--- config.mk ---
export PLATFORM = sky130hd
export DESIGN_NAME = lcd_pattern_gen_flat
export DESIGN_NICKNAME = d
export VERILOG_FILES = /design/src/rtl/lcd_pattern_gen_if.sv /design/src/rtl/lcd_pattern_gen.sv /design/src/flat_wrapper.sv
export SDC_FILE = /design/constraint.sdc
export NUM_CORES = 1
export LEC_CHECK = 0
export CORE_MARGIN = 4
export CORE_UTILIZATION = 54
export DETAILED_ROUTE_END_ITERATION = 10
export PLACE_DENSITY = 0.78
export SYNTH_ARGS = -nofsm -noshare
export SYNTH_HDL_FRONTEND = slang
export SYNTH_SLANG_ARGS = --single-unit
--- constraint.sdc ---
create_clock -name clk -period 3.8 [get_ports clk]
set_input_delay 0.38 -clock clk [delete_from_list [all_inputs] [get_ports clk]]
set_output_delay 0.38 -clock clk [all_outputs]
set_load 0.005 [all_outputs]
--- src/rtl/lcd_pattern_gen_if.sv ---
// Pixel-request bus between the LCD screen driver and the pattern generator.
// The driver (master) supplies coordinates and a consume strobe; the generator returns pixel and status.
interface lcd_pattern_gen_if;
  logic        flush_data_update_i;
  logic [15:0] flush_addr_width_i;
  logic [15:0] flush_addr_height_i;
  logic [15:0] flush_data_o;
  logic [1:0]  mode_o;
  logic [15:0] frame_cnt_o;

  modport master (
    output flush_data_update_i, flush_addr_width_i, flush_addr_height_i,
    input  flush_data_o, mode_o, frame_cnt_o
  );

  modport slave (
    input  flush_data_update_i, flush_addr_width_i, flush_addr_height_i,
    output flush_data_o, mode_o, frame_cnt_o
  );
endinterface

--- src/rtl/lcd_pattern_gen.sv ---
// Test-pattern source for an LCD driver: four selectable RGB565 patterns, a debounced
// mode button applied at frame boundaries, and a bouncing box animated once per frame.
module lcd_pattern_gen #(
  parameter logic [31:0] SCREEN_WIDTH    = 32'd320,
  parameter logic [31:0] SCREEN_HEIGHT   = 32'd240,
  parameter logic [31:0] DEBOUNCE_CYCLES = 32'd1_000_000,
  parameter logic [31:0] BOX_SIZE        = 32'd32
) (
  input  logic               clk,
  input  logic               rst_n,
  input  logic               key_n,
  lcd_pattern_gen_if.slave   bus
);

  localparam logic [15:0] W16      = 16'(SCREEN_WIDTH);
  localparam logic [15:0] H16      = 16'(SCREEN_HEIGHT);
  localparam logic [15:0] BOX16    = 16'(BOX_SIZE);
  localparam logic [15:0] LIM_X    = 16'(SCREEN_WIDTH - BOX_SIZE);
  localparam logic [15:0] LIM_Y    = 16'(SCREEN_HEIGHT - BOX_SIZE);
  localparam logic [15:0] BAR_W    = 16'(SCREEN_WIDTH / 32'd8);
  localparam logic [31:0] DEB_LAST = DEBOUNCE_CYCLES - 32'd1;

  logic [15:0] x, y, bar;
  logic        frame_start, press;
  logic        key_s1_q, key_s2_q, stable_q, stable_d;
  logic [31:0] deb_cnt_q, deb_cnt_d;
  logic [1:0]  pend_q, pend_d, mode_q;
  logic [15:0] frame_cnt_q, pixel_q, pixel_d;
  logic [15:0] bx_q, bx_d, by_q, by_d;
  logic        dx_q, dx_d, dy_q, dy_d;
  logic        in_box;

  // Returns {next_dir, next_pos}; dir = 1 means moving toward lim.
  function automatic logic [16:0] step_pos(input logic [15:0] pos, input logic dir,
                                           input logic [15:0] lim);
    if (dir) begin
      if (pos >= lim - 16'd2) step_pos = {1'b0, lim};
      else                    step_pos = {1'b1, pos + 16'd2};
    end else begin
      if (pos <= 16'd2)       step_pos = {1'b1, 16'd0};
      else                    step_pos = {1'b0, pos - 16'd2};
    end
  endfunction

  assign x           = bus.flush_addr_width_i;
  assign y           = bus.flush_addr_height_i;
  assign frame_start = bus.flush_data_update_i && (x == 16'd0) && (y == 16'd0);
  assign bar         = x / BAR_W;
  assign in_box      = (x >= bx_q) && (x < bx_q + BOX16) && (y >= by_q) && (y < by_q + BOX16);

  always_comb begin
    pixel_d = 16'h0000;
    if (x < W16 && y < H16) begin
      case (mode_q)
        2'd0: begin
          case (bar)
            16'd0:   pixel_d = 16'hFFFF;
            16'd1:   pixel_d = 16'hFFE0;
            16'd2:   pixel_d = 16'h07FF;
            16'd3:   pixel_d = 16'h07E0;
            16'd4:   pixel_d = 16'hF81F;
            16'd5:   pixel_d = 16'hF800;
            16'd6:   pixel_d = 16'h001F;
            default: pixel_d = 16'h0000;
          endcase
        end
        2'd1:    pixel_d = (x[4] ^ y[4]) ? 16'hFFFF : 16'h0000;
        2'd2:    pixel_d = {x[8:4], y[7:2], 5'b00000};
        default: pixel_d = in_box ? 16'hFFFF : 16'h001F;
      endcase
    end
  end

  // A press is the stable level falling 1 -> 0 once the synchronised key has held long enough.
  always_comb begin
    deb_cnt_d = deb_cnt_q + 32'd1;
    stable_d  = stable_q;
    press     = 1'b0;
    if (key_s2_q == stable_q) begin
      deb_cnt_d = 32'd0;
    end else if (deb_cnt_q == DEB_LAST) begin
      deb_cnt_d = 32'd0;
      stable_d  = key_s2_q;
      press     = stable_q & ~key_s2_q;
    end
    pend_d = press ? pend_q + 2'd1 : pend_q;
  end

  always_comb begin
    {dx_d, bx_d} = {dx_q, bx_q};
    {dy_d, by_d} = {dy_q, by_q};
    if (frame_start) begin
      {dx_d, bx_d} = step_pos(bx_q, dx_q, LIM_X);
      {dy_d, by_d} = step_pos(by_q, dy_q, LIM_Y);
    end
  end

  always_ff @(posedge clk) begin
    if (!rst_n) begin
      key_s1_q    <= 1'b1;
      key_s2_q    <= 1'b1;
      stable_q    <= 1'b1;
      deb_cnt_q   <= 32'd0;
      pend_q      <= 2'd0;
      mode_q      <= 2'd0;
      frame_cnt_q <= 16'd0;
      pixel_q     <= 16'h0000;
      bx_q        <= 16'd0;
      by_q        <= 16'd0;
      dx_q        <= 1'b1;
      dy_q        <= 1'b1;
    end else begin
      key_s1_q  <= key_n;
      key_s2_q  <= key_s1_q;
      stable_q  <= stable_d;
      deb_cnt_q <= deb_cnt_d;
      pend_q    <= pend_d;
      pixel_q   <= pixel_d;
      bx_q      <= bx_d;
      by_q      <= by_d;
      dx_q      <= dx_d;
      dy_q      <= dy_d;
      if (frame_start) begin
        frame_cnt_q <= frame_cnt_q + 16'd1;
        mode_q      <= pend_q;
      end
    end
  end

  assign bus.flush_data_o = pixel_q;
  assign bus.mode_o       = mode_q;
  assign bus.frame_cnt_o  = frame_cnt_q;

endmodule

--- src/flat_wrapper.sv ---
// flat-port wrapper written by rule: the top's interface ports become plain ports
module lcd_pattern_gen_flat 
#(
  parameter logic [31:0] SCREEN_WIDTH    = 32'd320,
  parameter logic [31:0] SCREEN_HEIGHT   = 32'd240,
  parameter logic [31:0] DEBOUNCE_CYCLES = 32'd1_000_000,
  parameter logic [31:0] BOX_SIZE        = 32'd32
)
  (clk, rst_n, key_n, bus_flush_data_update_i, bus_flush_addr_width_i, bus_flush_addr_height_i, bus_flush_data_o, bus_mode_o, bus_frame_cnt_o);
  lcd_pattern_gen_if bus_i ();
  input  logic clk;
  input  logic rst_n;
  input  logic key_n;
  input wire logic [$bits(bus_i.flush_data_update_i)-1:0] bus_flush_data_update_i;
  input wire logic [$bits(bus_i.flush_addr_width_i)-1:0] bus_flush_addr_width_i;
  input wire logic [$bits(bus_i.flush_addr_height_i)-1:0] bus_flush_addr_height_i;
  output wire logic [$bits(bus_i.flush_data_o)-1:0] bus_flush_data_o;
  output wire logic [$bits(bus_i.mode_o)-1:0] bus_mode_o;
  output wire logic [$bits(bus_i.frame_cnt_o)-1:0] bus_frame_cnt_o;
  assign bus_i.flush_data_update_i = bus_flush_data_update_i;
  assign bus_i.flush_addr_width_i = bus_flush_addr_width_i;
  assign bus_i.flush_addr_height_i = bus_flush_addr_height_i;
  assign bus_flush_data_o = bus_i.flush_data_o;
  assign bus_mode_o = bus_i.mode_o;
  assign bus_frame_cnt_o = bus_i.frame_cnt_o;
  lcd_pattern_gen #(.SCREEN_WIDTH(SCREEN_WIDTH), .SCREEN_HEIGHT(SCREEN_HEIGHT), .DEBOUNCE_CYCLES(DEBOUNCE_CYCLES), .BOX_SIZE(BOX_SIZE)) u_core (.clk(clk), .rst_n(rst_n), .key_n(key_n), .bus(bus_i));
endmodule
* Word level (Yosys, flattened, before mapping) *
Index checks and enable logic that the tools add are counted.

cells by class
  mux-type cells = 12
  bitwise gates (word level) = 5
  magnitude comparators = 10
  divide/modulo/power cells = 1
  equality and inequality tests = 10
  reductions and logical operators = 13
  $add $sub $neg = 9

operators by type and width
  operator                                                      count
  case mux 16 bit (7 select lines)                              1
  two-way mux 17 bit                                            6
  == test 16 x 3 -> 1 bit (second input constant)               3
  logical NOT 16 bit                                            3
  case mux 16 bit (3 select lines)                              1
  adder 16 x 2 -> 16 bit (second input constant)                2
  adder 16 x 6 -> 16 bit (second input constant)                2
  adder 32 x 1 -> 32 bit (second input constant)                1
  == test 16 x 2 -> 1 bit (second input constant)               2
  == test 32 x 20 -> 1 bit (second input constant)              1
  >= comparator 16 bit                                          2
  <= comparator 16 x 2 -> 1 bit (second input constant)         2
  less-than comparator 16 bit                                   2
  two-way mux 16 bit                                            2
  subtractor 16 x 2 -> 16 bit (second input constant)           2
  adder 16 x 1 -> 16 bit (second input constant)                1
  divider 16 x 6 -> 16 bit (second input constant)              1
  == test 16 x 1 -> 1 bit (second input constant)               1
  >= comparator 16 x 8 -> 1 bit (second input constant)         1
  >= comparator 16 x 9 -> 1 bit (second input constant)         1
  less-than comparator 16 x 8 -> 1 bit (second input constant)  1
  less-than comparator 16 x 9 -> 1 bit (second input constant)  1
  logical AND 1 bit                                             6
  AND reduction 2 bit                                           2
  10 further kinds                                              13

word-level totals
  input port bits = 36
  output and inout bits = 34
  register bits = 105

* Longest topological paths before layout *
  depth after elaboration = 7
  mapped depth = 17
  gate-level depth less buffers = 15

* Worst setup path after synthesis *
No wires, ideal clock.

  kind = input -> register
  start point = input bus_flush_addr_width_i[15]
  end point = register u_core.pixel_q[4], in the netlist u_core.bus.flush_data_o[4]
  cell stages on the path = 16
  arrival time = 3.609 ns
  setup slack = 0.115 ns
  cells stage by stage = buf_2 or4b_1 and2_4 a32oi_2 a2111oi_0 a211o_1 buf_2 or2_1 buf_6 o31a_1 o211a_1 nor2_2 mux2_1 o2111ai_1 a31oi_1 o22ai_1

on the way
  cells in the longest elaborated chain, start to end = 4
  elaborated cells on any way between the ends = 13

RTL lines
  item                                                   line                    source
  from (decl)                                            flat_wrapper.sv:15      input wire logic [$bits(bus_i.flush_addr_width_i)-1:0] bus_flush_addr_width_i;
  divider 16 x 6 -> 16 bit                               lcd_pattern_gen.sv:48   assign bar = x / BAR_W;
  == test 16 x 3 -> 1 bit, or another cell as far along  lcd_pattern_gen.sv:56   case (bar)
  case mux 16 bit (7 select lines)                       lcd_pattern_gen.sv:56
  case mux 16 bit (3 select lines)                       lcd_pattern_gen.sv:54   case (mode_q)
  to (signal assigned)                                   lcd_pattern_gen.sv:118  pixel_q <= pixel_d;
  to (decl)                                              lcd_pattern_gen.sv:28   logic [15:0] frame_cnt_q, pixel_q, pixel_d;

Several ways; a longest one is shown, not always the timed one.
A chain may end at the register's enable or synchronous reset.

* Worst setup path after layout *
  start point = input bus_flush_addr_width_i[10]
  end point = register u_core.pixel_q[4], in the netlist u_core.bus.flush_data_o[4]

The elaborated chain is that of the path after synthesis.

==> impl_metrics.ini <==
[status]
outcome = complete, no violations

[layout]
nFillCells = 1213
drive_gt1_share_pct = 12.4
num_antenna_cells = 0
area_growth_pct = 22.9
regArea_um2 = 1980
final_area_um2 = 9750
final_core_util_pct = 67.4
final_nets = 1273
multiInputGateArea_um2 = 5630

[cts]
insertion_delay_ns = 0.35
cts_tree = yes
cts_hold_buffers = 0
htreeDepth = 3
cts.path.max_buffers = 2
cts.root.buffer_cell = clkbuf_16
cts_made_buffers = 9
cts.sinks = 99
clkTransAtPathRegs_ns = 0.07

[setup_path]
start_kind = input pin
cp-end-kind = flop
reg2reg_from = u_core.bx_q[1]
crit_arrival_ns = 3.89
crit_fanout = 6
cp.required_ns = 4.07
worstSetupStartpoint = bus_flush_addr_width_i[10]
critPathKind = in -> reg

[floorplanning]
ios = 70
core.rowCount = 44
die-height_um = 129
dieWidth_um = 129
placeableCoreArea_um2 = 14500
fp.dieArea_um2 = 16700
initial_core_util_pct = 54.8

[grt]
overflow = 0
antenna_found_initial = 0
grt_pass1_vias = 7469
grt_max_degree = 48
grt_pass1_wl_um = 35100
track_usage_pct = 25.2

[synthesis]
synthFlopType = dfxtp_1
ys_warn_count = 0
yosysTopAreaCell = dfxtp_1
synth_area_um2 = 7940
ys_ff_latch = 99
synth_nets = 1159
synthTopCellsByCount = nor2_1 (116), dfxtp_1 (99), nand2_1 (86)
synth_edf_count = 0
synth_most_common_cell = nor2_1
yosysTopAreaCellShare_pct = 25.0
synth_async_sr_flop_share_pct = 0
synth_seq_area_share_pct = 25.0
syn_avg_cell_area_um2 = 7.50
netlist_instances = 1058
synth_top_cells_by_area = dfxtp_1 (25%), ha_1 (10%), nor2_1 (5.5%)
synth_cell_types = 80

[timing]
skew_ns = 0.00927
finalCritPeriodShare_pct = 95.0
finalHoldViolCount = 0
tightest_slew_ns = 0.901
fin_crit_ns = 3.61
slew_headroom_pct = 39.5
setup_viol_count_final = 0
slew_violations = 0
max_freq_ghz = 0.277

[drt]
vias = 8092
routed_via_density = 5.95
routed_wl_um = 21300
drt-initial-drc-count = 683
drc = 0
ant_nets = 0
avgRoutedWirePerCell_um = 15.7
drtPass1Iterations = 5

[power_and_ir_drop]
ir_drop_mv = 0.382
p_leak_nw = 3.65
p_per_area_nw_per_um2 = 263

[placement]
gp_congestion = 0.956
hpwl_um = 15800
portBuffers = 69
placed_area_um2 = 9270

[worst_hold_path]
hold_class = reg -> reg
worstHoldStart = u_core.key_s1_q

[flow_run]
cap_violations = 0
worst max-delay path: stages:
cell and delay [ns]:
clkdlybuf4s50_1 0.45, o31a_1 0.30, nor3_1 0.22, o22a_1 0.27, a2111oi_2 0.09, a211o_1 0.29
or2_4 0.27, buf_4 0.16, o31a_1 0.29, o211a_1 0.23, nor2_2 0.15, mux2_1 0.35
o2111ai_2 0.17, a31oi_1 0.10, o22ai_1 0.16
cells by family after synthesis:
family,synth area share (%)
simple gates,26.1
compound gates,23.6
buf+inv,5.80
flops,25.0
xor+xnor,8.39
fa+ha+maj,10.4
mux,0.788
state kept, by name, indices dropped and copies added (netlist names):
name	count
u_core.pend_q	2
u_core.bus.frame_cnt_o	16
u_core.key_s1_q	1
u_core.by_q	15
u_core.bus.flush_data_o	12
u_core.dy_q	1
u_core.deb_cnt_q	32
u_core.key_s2_q	1
u_core.stable_q	1
u_core.bx_q	15
u_core.dx_q	1
u_core.bus.mode_o	2
per-stage QoR:
step           hold slack [ns]  TNS, ns  power (mW)  instances  worst slack, ns
6_report                 0.409        0        2.56       1361            0.189
5_1_grt                  0.423  -0.0467        2.67       1361          -0.0467
4_1_cts                  0.415  -0.0282        2.55       1359          -0.0282
3_5_place_dp             0.396    -5.58        1.61       1343           -0.507
3_3_place_gp             0.393    -4.25        1.61       1343           -0.396
2_1_floorplan            0.386        0        1.39       1058            0.115
area by class of cell:
cell class | instances | share of cell area [%]
multi-input combinational | 850 | 57.7
sequential | 99 | 20.3
timing repair buffer | 161 | 14.5
tap | 184 | 2.36
clock buffer | 10 | 2.35
inverter | 51 | 1.96
clock inverter | 6 | 0.757
where the power goes:
part	switching, mW	total [mW]	internal [mW]
combinational	0.304	0.596	0.292
clock	0.408	0.927	0.519
sequential	0.000571	1.04	1.04
metal layers:
metal / global-route usage, % / wire length (µm) / share of wire, %
met4: 7.60 / 394 / 1.8
met5: 0 / 0 / 0
met3: 3.96 / 1110 / 5.2
met1: 34.3 / 9810 / 46
met2: 41.5 / 10000 / 47
cells in the final DEF, fill, tap and decap left out, types with 6 or more instances in the layout:
cell	instances
nor4_1	10
and3_1	16
ha_1	65
o21ai_0	58
xor2_1	36
clkdlybuf4s50_1	64
dfxtp_1	99
or3_1	8
a211oi_1	7
inv_1	49
and2_1	9
nand4_1	23
o21a_1	21
o211ai_1	12
a21o_1	8
nand2_1	86
o221ai_1	7
o2111ai_1	6
a21oi_1	78
nor3_1	36
buf_6	6
nand3_1	63
clkbuf_16	9
nand2b_1	7
xnor2_1	38
nor2_1	114
nor2b_1	7
buf_4	86
a211o_1	6
o21ai_1	6
a31oi_1	14
final timing paths:
| path | slack [ns] | endpoint | cells after the start |
|---|---|---|---|
| max reg2reg | 0.48 | u_core.bus.flush_data_o[8] | 15 |
| min reg2reg | 0.41 | u_core.key_s2_q | 1 |
| min | 0.41 | u_core.key_s2_q | 1 |
| max | 0.19 | u_core.bus.flush_data_o[4] | 15 |
repair_timing:
item / 4_1_cts / 5_1_grt
pin swaps: 1 / 8
gates resized for setup: 7 / 36
endpoints found under the setup margin: 12 / 12
setup buffers: 0 / 2
(Power assumes the default switching activity.)
